**src/rtl/instr_fetch_unit.sv**
```systemverilog
// instr_fetch_unit
//   RV32 fetch stage. Owns the PC, runs a req/ack handshake with a
//   variable-latency instruction memory, and presents one instruction at a
//   time to decode through a valid/stall handshake. Execute may redirect the
//   PC. Misaligned redirect targets and memory timeouts land in a sticky
//   error state that only rst clears.
//
// Ports
//   clk, rst             clock; asynchronous active-high reset
//   imem_req/imem_addr   registered request and the PC register
//   imem_ack/imem_rdata  memory response, sampled on the rising edge
//   stall                decode not ready; the current instruction is held
//   redirect/redirect_pc taken branch/jal/jalr and its target
//   instr/instr_pc       fetched instruction and its address
//   pc_plus4             instr_pc + 4 (combinational)
//   instr_valid          instr/instr_pc are valid
//   fetch_err            sticky error flag
//
// state | meaning
// IDLE  | out of reset; request goes out on the next edge
// REQ   | request outstanding on imem_addr
// FLUSH | request outstanding but its data is stale (redirect arrived)
// HOLD  | instruction presented to decode, waiting for it to be consumed
// ERR   | misaligned redirect or memory timeout; exit only by rst
module instr_fetch_unit #(
  parameter logic [31:0] RESET_PC = 32'h0000_0000,
  parameter int          TIMEOUT  = 255
) (
  input  logic        clk,
  input  logic        rst,
  output logic        imem_req,
  output logic [31:0] imem_addr,
  input  logic        imem_ack,
  input  logic [31:0] imem_rdata,
  input  logic        stall,
  input  logic        redirect,
  input  logic [31:0] redirect_pc,
  output logic [31:0] instr,
  output logic [31:0] instr_pc,
  output logic [31:0] pc_plus4,
  output logic        instr_valid,
  output logic        fetch_err
);

  typedef enum logic [2:0] {
    S_IDLE,
    S_REQ,
    S_FLUSH,
    S_HOLD,
    S_ERR
  } state_t;

  localparam logic [9:0] TIMEOUT_CNT = 10'(TIMEOUT);

  state_t      state_q, state_d;
  logic [31:0] pc_q, pc_d;
  logic        req_q, req_d;
  logic [31:0] instr_q, instr_d;
  logic [31:0] instr_pc_q, instr_pc_d;
  logic        valid_q, valid_d;
  logic        err_q, err_d;
  logic [9:0]  cnt_q, cnt_d;
  logic [31:0] pend_q, pend_d;

  logic        misaligned;
  logic [9:0]  cnt_inc;
  logic        timeout_hit;

  assign misaligned  = (redirect_pc[1:0] != 2'b00);
  assign cnt_inc     = cnt_q + 10'd1;
  // This ack-less edge is the TIMEOUT-th consecutive one.
  assign timeout_hit = (cnt_inc == TIMEOUT_CNT);

  always_comb begin
    state_d    = state_q;
    pc_d       = pc_q;
    req_d      = req_q;
    instr_d    = instr_q;
    instr_pc_d = instr_pc_q;
    valid_d    = valid_q;
    err_d      = err_q;
    cnt_d      = cnt_q;
    pend_d     = pend_q;

    case (state_q)
      S_IDLE: begin
        state_d = S_REQ;
        req_d   = 1'b1;
        cnt_d   = 10'd0;
      end

      S_REQ: begin
        if (redirect && misaligned) begin
          state_d = S_ERR;
        end else if (redirect && imem_ack) begin
          // Response belongs to the wrong path; re-issue at the target.
          pc_d  = redirect_pc;
          cnt_d = 10'd0;
        end else if (redirect) begin
          // Request already issued cannot be withdrawn: wait it out in FLUSH.
          if (timeout_hit) begin
            state_d = S_ERR;
          end else begin
            pend_d  = redirect_pc;
            state_d = S_FLUSH;
            cnt_d   = cnt_inc;
          end
        end else if (imem_ack) begin
          instr_d    = imem_rdata;
          instr_pc_d = pc_q;
          valid_d    = 1'b1;
          req_d      = 1'b0;
          state_d    = S_HOLD;
        end else if (timeout_hit) begin
          state_d = S_ERR;
        end else begin
          cnt_d = cnt_inc;
        end
      end

      S_FLUSH: begin
        if (redirect && misaligned) begin
          state_d = S_ERR;
        end else if (imem_ack) begin
          // A redirect arriving with the ack is newer than the pending target.
          pc_d    = redirect ? redirect_pc : pend_q;
          state_d = S_REQ;
          cnt_d   = 10'd0;
        end else if (timeout_hit) begin
          state_d = S_ERR;
        end else begin
          cnt_d = cnt_inc;
          if (redirect) pend_d = redirect_pc;
        end
      end

      S_HOLD: begin
        if (redirect && misaligned) begin
          state_d = S_ERR;
        end else if (redirect) begin
          valid_d = 1'b0;
          pc_d    = redirect_pc;
          state_d = S_REQ;
          req_d   = 1'b1;
          cnt_d   = 10'd0;
        end else if (!stall) begin
          valid_d = 1'b0;
          pc_d    = pc_q + 32'd4;
          state_d = S_REQ;
          req_d   = 1'b1;
          cnt_d   = 10'd0;
        end
      end

      default: begin
        state_d = S_ERR;
      end
    endcase

    if (state_d == S_ERR) begin
      req_d   = 1'b0;
      valid_d = 1'b0;
      err_d   = 1'b1;
    end
  end

  always_ff @(posedge clk or posedge rst) begin
    if (rst) begin
      state_q    <= S_IDLE;
      pc_q       <= RESET_PC;
      req_q      <= 1'b0;
      instr_q    <= 32'd0;
      instr_pc_q <= RESET_PC;
      valid_q    <= 1'b0;
      err_q      <= 1'b0;
      cnt_q      <= 10'd0;
      pend_q     <= 32'd0;
    end else begin
      state_q    <= state_d;
      pc_q       <= pc_d;
      req_q      <= req_d;
      instr_q    <= instr_d;
      instr_pc_q <= instr_pc_d;
      valid_q    <= valid_d;
      err_q      <= err_d;
      cnt_q      <= cnt_d;
      pend_q     <= pend_d;
    end
  end

  assign imem_req    = req_q;
  assign imem_addr   = pc_q;
  assign instr       = instr_q;
  assign instr_pc    = instr_pc_q;
  assign pc_plus4    = instr_pc_q + 32'd4;
  assign instr_valid = valid_q;
  assign fetch_err   = err_q;

endmodule

```
**config.mk**
```make
export PLATFORM = sky130hd
export DESIGN_NAME = instr_fetch_unit
export DESIGN_NICKNAME = d
export VERILOG_FILES = /design/src/rtl/instr_fetch_unit.sv
export SDC_FILE = /design/constraint.sdc
export NUM_CORES = 1
export LEC_CHECK = 0
export CORE_MARGIN = 5
export CORE_UTILIZATION = 52
export DETAILED_ROUTE_END_ITERATION = 12
export GPL_ROUTABILITY_DRIVEN = 0
export PLACE_DENSITY = 0.86
export SLEW_MARGIN = 20
export SYNTH_ARGS = -nofsm -noshare
export SYNTH_HDL_FRONTEND = slang
export SYNTH_SLANG_ARGS = --single-unit
```
**constraint.sdc**
```tcl
create_clock -name clk -period 9.1 [get_ports clk]
set_clock_uncertainty 0.2 [all_clocks]
set_input_delay 1.82 -clock clk [delete_from_list [all_inputs] [get_ports clk]]
set_output_delay 1.82 -clock clk [all_outputs]
set_load 0.01 [all_outputs]
```
==> qor.csv <==
metric,value,unit
grt_pass1_wl,34.65,mm
ant_nets,0,
r2r_cells,5,
synth_edf_count,0,
die_x,132.8,um
rsz0062_at_grt,false,
num_rows,44,
setup_viol,0,
clock_sink_count,144,
drcViolationCount,0,
hold_depth,1,
vias,6851,
leakage,4.398,nW
overflow,0,
die_h,132.8,um
antenna_found_initial,0,
timing.fmax,198.0,MHz
netlist_instances,779,
min_from,pend_q[0]$_DFFE_PP0P_,
synth.top_cell.area_share,45.96,%
wl_per_cell,18.39,um
ys_seq_elements,144,
critical_path_required,7080,ps
hold_buffers,0,
finalMaxSlewViolations,0,
power_density,217.9,nW/um2
dp_hpwl,15.11,mm
crit_path_end_kind,output pin,
die_area,17640,um2
cp.arrival,3030,ps
ios,200,
grt.total_usage,23.98,%
cts_setup_buffers,0,
fin_crit,5051,ps
viasPerCell,5.957,
clk_pin_slew,60,ps
htree_levels,4,
coreArea,14640,um2
syn_area,7841,um2
synth_warnings,0,
synthArstFlopShare,100.0,%
vdd_drop_max,0.0001197,V
worst_pin_slew,979.5,ps
finalSetupTns,0,ps
synth_area_per_cell,10.07,um2
post-route-period-util,55.51,%
ctsResizeCount,0,
drt_iter0_markers,599,
hp-class,reg -> reg,
syn_to_final_growth,34.23,%
max-slew-margin-rel,34.10,%
drive_above_1_share,14.08,%
crit_type,reg -> out,
cts-root-buf,clkbuf_16,
grt_pass1_vias,6676,
cts_tree,done,
nFillCells,1080,
outcome,finished clean,
nNetsFinal,1026,
first_pass_iters,5,
cts.path.max_buffers,2,
drt_wl_total,21.15,mm
port-buffer-count,199,
worstSkewPairLatency,420,ps
finalHoldViolations,0,
synth_top_cells_by_area,"dfrtp_1 (46%), mux2_2 (13%), a21oi_1 (3.1%), xnor2_1 (3.0%), o21ai_0 (2.9%)",
syn_nets,852,
r2r_setup_slack,5620,ps
dp_cells,1118,
grt_max_degree,75,
start_kind,flop,
antenna_cells,0,
worstHoldEndpoint,pend_q[0]$_DFFE_PP0P_,
yosysSeqAreaShare,45.96,%
r2r_end,pend_q[6]$_DFFE_PP0P_,
ys_types,64,
crit_fanout,8,
start_util,53.55,%
final_cells,1150,
synth-main-ff-cell,dfrtp_1,
yosys.area.top_type,dfrtp_1,
max-cap-violations,0,
cts_buffers,17,
r2r_start,state_q[2]$_DFF_PP0_,
==> layer usage <==
layer | vias to the layer above | GRT usage (%) | part of all wire (%)
li1 | 3197 | - | -
met1 | 3309 | 32.36 | 43
met2 | 308 | 37.78 | 47
met3 | 37 | 5.087 | 7.4
met4 | 0 | 9.700 | 2.4
met5 | - | 0 | 0
==> report_power, final <==
part           switching (mW)  internal (mW)
combinational           0.238          0.361
sequential              0.174          0.778
clock                   0.277          0.466
total                   0.689           1.60
==> sequential cells by signal, indices dropped and copies added (netlist names) <==
register,count
state_q,3
imem_addr,32
cnt_q,10
imem_req,1
fetch_err,1
instr_valid,1
pend_q,32
instr_pc,32
instr,32
==> synthesized netlist by cell type, drive strengths merged, types with 3 or more instances <==
cell and n:
dfrtp 144, mux2 92, nand2 53, a21oi 48, nor2 47, o21ai 46, nand3 37, clkbuf 36
xnor2 27, inv 20, nor3 17, nor3b 15, buf 14, xor2 14, nand4 13, and3 12
a31oi 11, a211oi 9, and2 9, and4 9, nand2b 7, nor4 7, a2bb2oi 6, mux2i 6
o31ai 6, or3 6, nand3b 5, o22ai 5, o31a 5, a21o 4, a311oi 4, ha 4
nor2b 4, a22oi 3, nor4b 3, o41ai 3
==> worst max-delay path, stage by stage (launching register included) <==
cell and delay [ps]:
dfrtp_1 480, nand4_1 150, or4_1 610, or3_1 450
nor3_1 230, xnor2_1 150, clkdlybuf4s50_1 550
==> final cells by class <==
class,count,area (um2),share of cell area (%)
Clock buffer,18,439.2,4.173
Clock inverter,14,187.7,1.783
Inverter,20,80.08,0.7608
Multi-Input combinational cell,565,3948,37.51
Sequential cell,144,3603,34.24
Tap cell,184,230.2,2.187
Timing Repair Buffer,205,2037,19.35
==> cells in the final DEF, fill, tap and decap left out, types with 12 or more instances in the layout <==
| master | synthesis | final |
|---|---|---|
| a21oi_1 | 48 | 48 |
| and3_1 | 12 | 12 |
| clkbuf_16 | 0 | 17 |
| clkdlybuf4s50_1 | 0 | 199 |
| dfrtp_1 | 144 | 144 |
| inv_1 | 20 | 19 |
| mux2_2 | 89 | 89 |
| nand2_1 | 53 | 52 |
| nand3_1 | 36 | 36 |
| nand4_1 | 13 | 13 |
| nor2_1 | 47 | 47 |
| nor3_1 | 17 | 17 |
| nor3b_1 | 14 | 14 |
| o21ai_0 | 46 | 46 |
| xnor2_1 | 27 | 27 |
| xor2_1 | 14 | 14 |
==> worst max path at each step <==
stage | slack [ps] | depth (start not counted) | from | endpoint
floorplan | 3210 | 1 | rst | cnt_q[0]$_DFFE_PP0P_
global placement | 3980 | 7 | redirect | pend_q[6]$_DFFE_PP0P_
detailed placement | 3890 | 7 | redirect | pend_q[16]$_DFFE_PP0P_
CTS | 4040 | 6 | instr_pc[13]$_DFFE_PP0P_ | pc_plus4[30]
global route | 3950 | 6 | instr_pc[13]$_DFFE_PP0P_ | pc_plus4[23]
finish | 4050 | 6 | instr_pc[13]$_DFFE_PP0P_ | pc_plus4[30]
==> through the flow <==
stage / power [mW] / worst slack (ps) / utilization, % / hold WS, ps / cell area, um2
after floorplan: 1.188 / 3214 / - / 239.0 / 7841
after global placement: 1.533 / 3985 / 67.59 / 253.9 / 9898
after detailed placement: 1.556 / 3892 / 67.59 / 280.8 / 9898
after CTS: 2.306 / 4036 / 71.87 / 297.8 / 10530
after global routing: 2.394 / 3950 / 71.87 / 307.7 / 10530
final: 2.293 / 4049 / 71.87 / 295.0 / 10530
==> logic make-up after synthesis <==
| family | share of synthesized area (%) |
|---|---|
| AOI/OAI and AO/OA | 13.61 |
| xor gates and xnor gates | 4.580 |
| adders and majority gates | 0.6383 |
| buffers and inverters | 3.798 |
| DFF | 45.96 |
| muxes | 13.98 |
| and+or+nand+nor | 17.44 |
(Power assumes the default switching activity.)
